--- src/rtl/stereo_sample_sequencer.sv ---
// Stereo front-end: buffers one L and one R sample, grants them round-robin and sign-extends into the 40-bit accumulator format.
// Optional macro SEQ_OVERRUN_COUNT_EN adds saturating 8-bit drop counters ovcntL/ovcntR.
module stereo_sample_sequencer (
  input  logic        Sclk,
  input  logic        Reset,
  input  logic        en,
  input  logic [15:0] inL,
  input  logic        inL_valid,
  input  logic [15:0] inR,
  input  logic        inR_valid,
  output logic [39:0] out_data,
  output logic        out_chan,
  output logic        out_valid,
  input  logic        out_ready,
  output logic        frame_done,
  output logic        overrunL,
  output logic        overrunR
`ifdef SEQ_OVERRUN_COUNT_EN
  ,
  output logic [7:0]  ovcntL,
  output logic [7:0]  ovcntR
`endif
);

  // Handshake: a transfer happens on a posedge where out_valid && out_ready;
  // out_data/out_chan/out_valid stay stable from grant until that edge.
  typedef enum logic {IDLE = 1'b0, ISSUE = 1'b1} state_t;

  state_t      state, state_next;
  logic [15:0] hold_l, hold_r, sel_sample;
  logic        pend_l, pend_r, got_l, got_r, last_ch;
  logic        grant, grant_ch, accept;
  logic        clr_l, clr_r, load_l, load_r, drop_l, drop_r;
  logic        got_l_next, got_r_next;

  always_ff @(posedge Sclk) begin
    if (Reset) state <= IDLE;
    else       state <= state_next;
  end

  always_comb begin
    state_next = state;
    case (state)
      IDLE:    if (en && (pend_l || pend_r)) state_next = ISSUE;
      ISSUE:   if (out_valid && out_ready)   state_next = IDLE;
      default: state_next = IDLE;
    endcase
  end

  // On a tie the channel opposite the last grant wins.
  always_comb begin
    grant    = (state == IDLE) && en && (pend_l || pend_r);
    grant_ch = (pend_l && pend_r) ? ~last_ch : pend_r;
    accept   = (state == ISSUE) && out_valid && out_ready;
  end

  // A grant frees its slot on the same edge, so a coincident strobe is captured.
  always_comb begin
    clr_l      = grant && !grant_ch;
    clr_r      = grant && grant_ch;
    load_l     = en && inL_valid && (!pend_l || clr_l);
    load_r     = en && inR_valid && (!pend_r || clr_r);
    drop_l     = en && inL_valid && pend_l && !clr_l;
    drop_r     = en && inR_valid && pend_r && !clr_r;
    sel_sample = grant_ch ? hold_r : hold_l;
    got_l_next = got_l || (accept && !out_chan);
    got_r_next = got_r || (accept && out_chan);
  end

  always_ff @(posedge Sclk) begin
    if (Reset) begin
      hold_l     <= 16'h0;
      hold_r     <= 16'h0;
      pend_l     <= 1'b0;
      pend_r     <= 1'b0;
      overrunL   <= 1'b0;
      overrunR   <= 1'b0;
      out_data   <= 40'h0;
      out_chan   <= 1'b0;
      out_valid  <= 1'b0;
      last_ch    <= 1'b1;
      got_l      <= 1'b0;
      got_r      <= 1'b0;
      frame_done <= 1'b0;
    end else begin
      if (load_l) hold_l <= inL;
      if (load_r) hold_r <= inR;
      pend_l   <= load_l || (pend_l && !clr_l);
      pend_r   <= load_r || (pend_r && !clr_r);
      overrunL <= overrunL || drop_l;
      overrunR <= overrunR || drop_r;
      if (grant) begin
        out_data  <= {{8{sel_sample[15]}}, sel_sample, 16'h0000};
        out_chan  <= grant_ch;
        last_ch   <= grant_ch;
        out_valid <= 1'b1;
      end else if (accept) begin
        out_valid <= 1'b0;
      end
      if (got_l_next && got_r_next) begin
        frame_done <= 1'b1;
        got_l      <= 1'b0;
        got_r      <= 1'b0;
      end else begin
        frame_done <= 1'b0;
        got_l      <= got_l_next;
        got_r      <= got_r_next;
      end
    end
  end

`ifdef SEQ_OVERRUN_COUNT_EN
  always_ff @(posedge Sclk) begin
    if (Reset) begin
      ovcntL <= 8'h00;
      ovcntR <= 8'h00;
    end else begin
      if (drop_l && (ovcntL != 8'hFF)) ovcntL <= ovcntL + 8'h01;
      if (drop_r && (ovcntR != 8'hFF)) ovcntR <= ovcntR + 8'h01;
    end
  end
`endif

endmodule

--- config.mk ---
export PLATFORM = sky130hd
export DESIGN_NAME = stereo_sample_sequencer
export DESIGN_NICKNAME = d
export VERILOG_FILES = /design/src/rtl/stereo_sample_sequencer.sv
export SDC_FILE = /design/constraint.sdc
export NUM_CORES = 1
export LEC_CHECK = 0
export CORE_AREA = 2 2 114 61
export DETAILED_ROUTE_END_ITERATION = 12
export DIE_AREA = 0 0 116 63
export GPL_TIMING_DRIVEN = 0
export PLACE_DENSITY = 0.77
export SLEW_MARGIN = 10
export SYNTH_ARGS = -nofsm -noshare
export SYNTH_HDL_FRONTEND = slang
export SYNTH_SLANG_ARGS = --single-unit
export TNS_END_PERCENT = 10
--- constraint.sdc ---
create_clock -name Sclk -period 1.6 [get_ports Sclk]
set_input_delay 0.4 -clock Sclk [delete_from_list [all_inputs] [get_ports Sclk]]
set_output_delay 0.4 -clock Sclk [all_outputs]
set_load 0.02 [all_outputs]
Word-level counts from Yosys, hierarchy flattened
Cells that the tools add are included.
{"block": "totals", "ramBits": 0, "wordCells": 63, "inputBits": 38, "output_inout_bits": 45, "reg_bits": 59, "latch_bits": 0, "romBits": 0, "memories": 0}
{"block": "classes", "eq_ne": 0, "n_bitwise": 2, "magnitude_cmp": 0, "shifts": 0, "n_mux": 8, "reduce_logical": 39, "n_div": 0, "addsub": 0, "n_mul": 0}
{"op": "logical AND 1 bit", "count": 22}
{"op": "two-way mux 16 bit", "count": 1}
{"op": "logical OR 1 bit", "count": 9}
{"op": "logical NOT 1 bit", "count": 6}
{"op": "two-way mux 1 bit", "count": 6}
{"op": "NOT 1 bit", "count": 2}
{"op": "one-hot mux 1 bit (2 select lines)", "count": 1}
{"op": "nonzero test 2 bit", "count": 1}
{"op": "OR reduction 2 bit", "count": 1}

Longest topological paths before layout
{"block": "depth", "word_depth": 7, "mapped_depth": 6}

Worst setup path after synthesis
OpenSTA, ideal clock, no wires.
{"block": "synth_path", "kind": "reg-to-reg", "start": "register pend_l", "end": "register hold_l[10]", "stages_incl_launch_ff": 6, "required_time_ps": 1528, "synth_period_minus_slack_ps": 1436, "path_buffers": 2, "slack_ps": 164, "arrival_ps": 1364, "path_cell_list": "dfxtp_1 buf_6 and2_4 a211oi_4 buf_8 mux2i_1"}
{"block": "synth_via", "elab_chain_len": 6, "word_cells_on_any_way": 9}
{"element": "start: declaration", "line": "31", "source": "logic pend_l, pend_r, got_l, got_r, last_ch;"}
{"element": "start signal: assignment", "line": "88", "source": "pend_l <= load_l || (pend_l && !clr_l);"}
{"element": "logical AND 1 bit", "line": "53", "source": "grant_ch = (pend_l && pend_r) ? ~last_ch : pend_r;"}
{"element": "two-way mux 1 bit", "line": "53"}
{"element": "logical NOT 1 bit", "line": "59", "source": "clr_l = grant && !grant_ch;"}
{"element": "logical AND 1 bit", "line": "59"}
{"element": "logical OR 1 bit *", "line": "61", "source": "load_l = en && inL_valid && (!pend_l || clr_l);"}
{"element": "logical AND 1 bit *", "line": "61"}
{"element": "end signal: assignment", "line": "86", "source": "if (load_l) hold_l <= inL;"}
{"element": "end: declaration", "line": "30", "source": "logic [15:0] hold_l, hold_r, sel_sample;"}
Every way passes the cells marked *; elsewhere a longest branch is shown, timed or not.
A chain may end at the register's enable or synchronous reset.

Worst setup path after layout
{"block": "layout_path", "start": "input port inL_valid", "end": "register hold_l[5]"}
{"block": "layout_via", "elab_chain_len": 2}
{"element": "start: declaration", "line": "8", "source": "input logic inL_valid,"}
{"element": "logical AND 1 bit (2 in series)", "line": "61"}
Every way passes these cells.

==> qor.yml <==
timing:
  final_slew_violations: 0
  final-setup-viol-count: 0
  fmax_ghz: 0.666
  finalHoldViolCount: 0
  hold_slack_ns: 0.449
  grt_setup_unrepaired: "no"
  min_period_over_period: 0.938
  tns_ns: 0
  finalClockSkew_ns: 0.00621
  worst_slew_margin_rel: 0.657
  final_critical_path_setup_slack_ns: 0.0993
  tightestPinTransition_ns: 0.515
  final_period_minus_worst_setup_slack_ns: 1.50
critical_path:
  start_kind: "input port"
  reg2reg_slack_ns: 0.14
  crit_path_end_kind: "flop"
  crit_path_end: "hold_l[5]$_SDFFE_PP0P_"
  cell_by_cell_listing_of_the_critical_path: "clkdlybuf4s50_1 > nand2_1 > a211oi_4 > buf_4 > buf_8 > mux2i_1"
  worstReg2RegEnd: "out_data[28]$_SDFFE_PP0N_"
  critical_path_required_ns: 1.86
  worstPathBufferInverterCount: 3
  worst-path-max-fanout: 10
  cpPeakStageDelay_ns: 0.48
  timing_worst_setup_path_type: "in -> reg"
  rr_startpoint: "pend_l$_SDFF_PP0_"
  timing.critical_path.slowest_stage_cell: "clkdlybuf4s50_1"
  critical_path.top_delay_family: "buffers and inverters"
  critPathArrivalTime_ns: 1.76
  number_of_stages_on_the_worst_setup_path: 6
  ff2ff_path_depth: 6
  worst_setup_path_startpoint: "inL_valid"
detailed_routing:
  drt-vias-per-instance: 4.82
  dr_total_vias: 2420
  drt-wirelength-per-cell_um: 14.6
  detail_route.drc_violations: 0
  drt_pre_antenna_iters: 4
  detail_route.iter0.violations: 130
  antenna_violating_nets_post_route: 0
  wirelength_um: 7340
placed_design:
  place_congestion: 0.831
  detailed_place.area_um2: 3680
  detailedPlacementHpwl_um: 5140
  dp_slack_ns: -0.646
  dpl.cell_count: 480
  port-buffer-count: 65
floorplanning:
  die_h_um: 63
  die-area_um2: 7310
  die_width_um: 116
  fp.coreArea_um2: 6360
  initial_cell_density_of_the_core: 0.449
  boundaryPins: 83
  rows: 21
layout:
  finalCoreUtilization: 0.630
  n_fill_cell: 554
  drive_gt1_frac: 0.190
  area_growth_pct: 40.2
  most_frequent_cells_in_the_layout: "dfxtp_1 (56), nand2b_1 (55), buf_4 (40)"
  layout.cells.most_common: "dfxtp_1"
  layoutNonFillerInstCount: 502
  finish.instance_area_um2: 4010
  largest_registers: "hold_l: 16 flops, hold_r: 16 flops, out_data: 16 flops"
  num-nets-final: 443
  antennaDiodeCount: 0
logic_synthesis:
  synth.top_cells.by_area: "dfxtp_1 (41%), nand2b_1 (12%), mux2i_1 (12%)"
  ys_warn_count: 0
  yosysSeqAreaShare: 0.413
  syn_area_um2: 2860
  ys_types: 32
  ys_seq_elements: 59
  synth.avg_cell_area_um2: 9.27
  synthesis.instances: 308
  synth.top_cell.area_share: 0.413
  synth.largest_area_cell: "dfxtp_1"
clock_tree:
  cts-hold-fix-buffers: 0
  clk_root_buffer_cell: "clkbuf_16"
  clock-sinks: 59
  worst_skew_pair.late_latency_ns: 0.33
  cts_htree_levels: 3
  tritoncts_clock_tree: "yes"
  clk_pin_slew_ns: 0.05
  clock_path_buffers: 2
  numCtsBuffers: 9
global_routing:
  antenna_found_initial: 0
  grt_pass1_vias: 2335
  maximum_number_of_pins_on_one_net_before_global_route_repair: 11
  sum_of_overflow_across_all_layers_after_global_routing: 0
  overall_track_demand_over_capacity_in_global_routing: 0.208
  grt_pass1_wl_um: 11500
pwr:
  power.total_mw: 4.33
  sequential_power_share: 0.376
  p_sw_mw: 1.08
  clkPwrFrac: 0.466
  power.share.combinational: 0.158
  power.switching_fraction: 0.250
  cellPowerDensity_nw_per_um2: 1080
  internal-power_mw: 3.25
  max-vdd-ir-drop_mv: 0.520
  p_leak_nw: 1.66
outcome:
  outcome: "complete, no violations"
worst_hold_path:
  holdCritPathClass: "reg -> reg"
run:
  maxCapViolations: 0
==> worst register-to-register path, delay by kind of cell, from the launching register on <==
family,cells,cell delay [ns]
buf+inv,3,0.61
compound gates,2,0.34
flops,1,0.32
simple gates,1,0.11
==> area by class of cell <==
class                      instances  area (um2)  share of cell area
tap                               92         115              0.0287
timing repair buffer              71         657               0.164
clock inverter                     6        80.1              0.0200
buffer                            46         308              0.0769
clock buffer                      10         229              0.0572
inverter                           2        7.51             0.00187
sequential                        59        1180               0.296
multi-input combinational        216        1420               0.356
==> synthesized netlist by cell type <==
| cell | count |
|---|---|
| a211oi_4 | 1 |
| a21bo_2 | 1 |
| a21boi_4 | 1 |
| a21o_2 | 1 |
| a21oi_1 | 23 |
| a21oi_4 | 1 |
| a311oi_1 | 16 |
| a41o_1 | 1 |
| a41oi_1 | 1 |
| and2_4 | 1 |
| and3_1 | 1 |
| buf_2 | 6 |
| buf_4 | 27 |
| buf_6 | 2 |
| buf_8 | 1 |
| clkbuf_1 | 10 |
| conb_1 | 1 |
| dfxtp_1 | 59 |
| inv_1 | 2 |
| mux2i_1 | 34 |
| nand2_1 | 36 |
| nand2b_1 | 55 |
| nand3_1 | 1 |
| nand3b_1 | 1 |
| nor2_1 | 3 |
| nor2b_1 | 1 |
| nor2b_4 | 1 |
| nor3_1 | 4 |
| o2111ai_1 | 1 |
| o21ai_0 | 4 |
| or2_2 | 1 |
| or2b_1 | 10 |
==> worst min-delay path by stage <==
stage                                   start                   to  slack [ns]  depth (start not counted)
after global placement       got_l$_SDFF_PP0_     got_r$_SDFF_PP0_        0.43                          1
final                     overrunL$_SDFF_PP0_  overrunL$_SDFF_PP0_        0.45                          2
after global routing      overrunL$_SDFF_PP0_  overrunL$_SDFF_PP0_        0.48                          2
after floorplan              got_l$_SDFF_PP0_     got_r$_SDFF_PP0_        0.42                          1
after CTS                 overrunL$_SDFF_PP0_  overrunL$_SDFF_PP0_        0.45                          2
after detailed placement  overrunL$_SDFF_PP0_  overrunL$_SDFF_PP0_        0.45                          2
==> routing by layer <==
| layer | global-route usage | vias up | share of wire |
|---|---|---|---|
| met2 | 0.301 | 91 | 0.42 |
| met4 | 0.0714 | 0 | 0.017 |
| met1 | 0.281 | 1111 | 0.47 |
| li1 | - | 1203 | - |
| met3 | 0.0824 | 15 | 0.086 |
| met5 | 0 | - | 0 |
==> what timing repair did <==
| action | in CTS | in global routing |
|---|---|---|
| setup endpoints to repair | 67 | 20 |
| cloned | 0 | 0 |
| gates resized for setup | 34 | 13 |
| setup buffers | 2 | 4 |
| pin swaps | 1 | 1 |
==> power by group through the flow <==
stage	Combinational, mW	Sequential (mW)	Clock (mW)
CTS	0.669	1.62	2.03
floorplan	0.387	1.68	0
detailed placement	0.687	1.65	0
finish	0.686	1.63	2.02
global route	0.739	1.63	2.10
global placement	0.674	1.65	0
==> kinds of logic after synthesis <==
family / Yosys count / share of synthesized area
other: 1 / 0.00131
flip-flops: 59 / 0.413
AO/OA/AOI/OAI: 51 / 0.132
buffers and inverters: 48 / 0.110
multiplexers: 34 / 0.119
AND/OR/NAND/NOR: 115 / 0.224
Power figures use the tool's default switching activity.
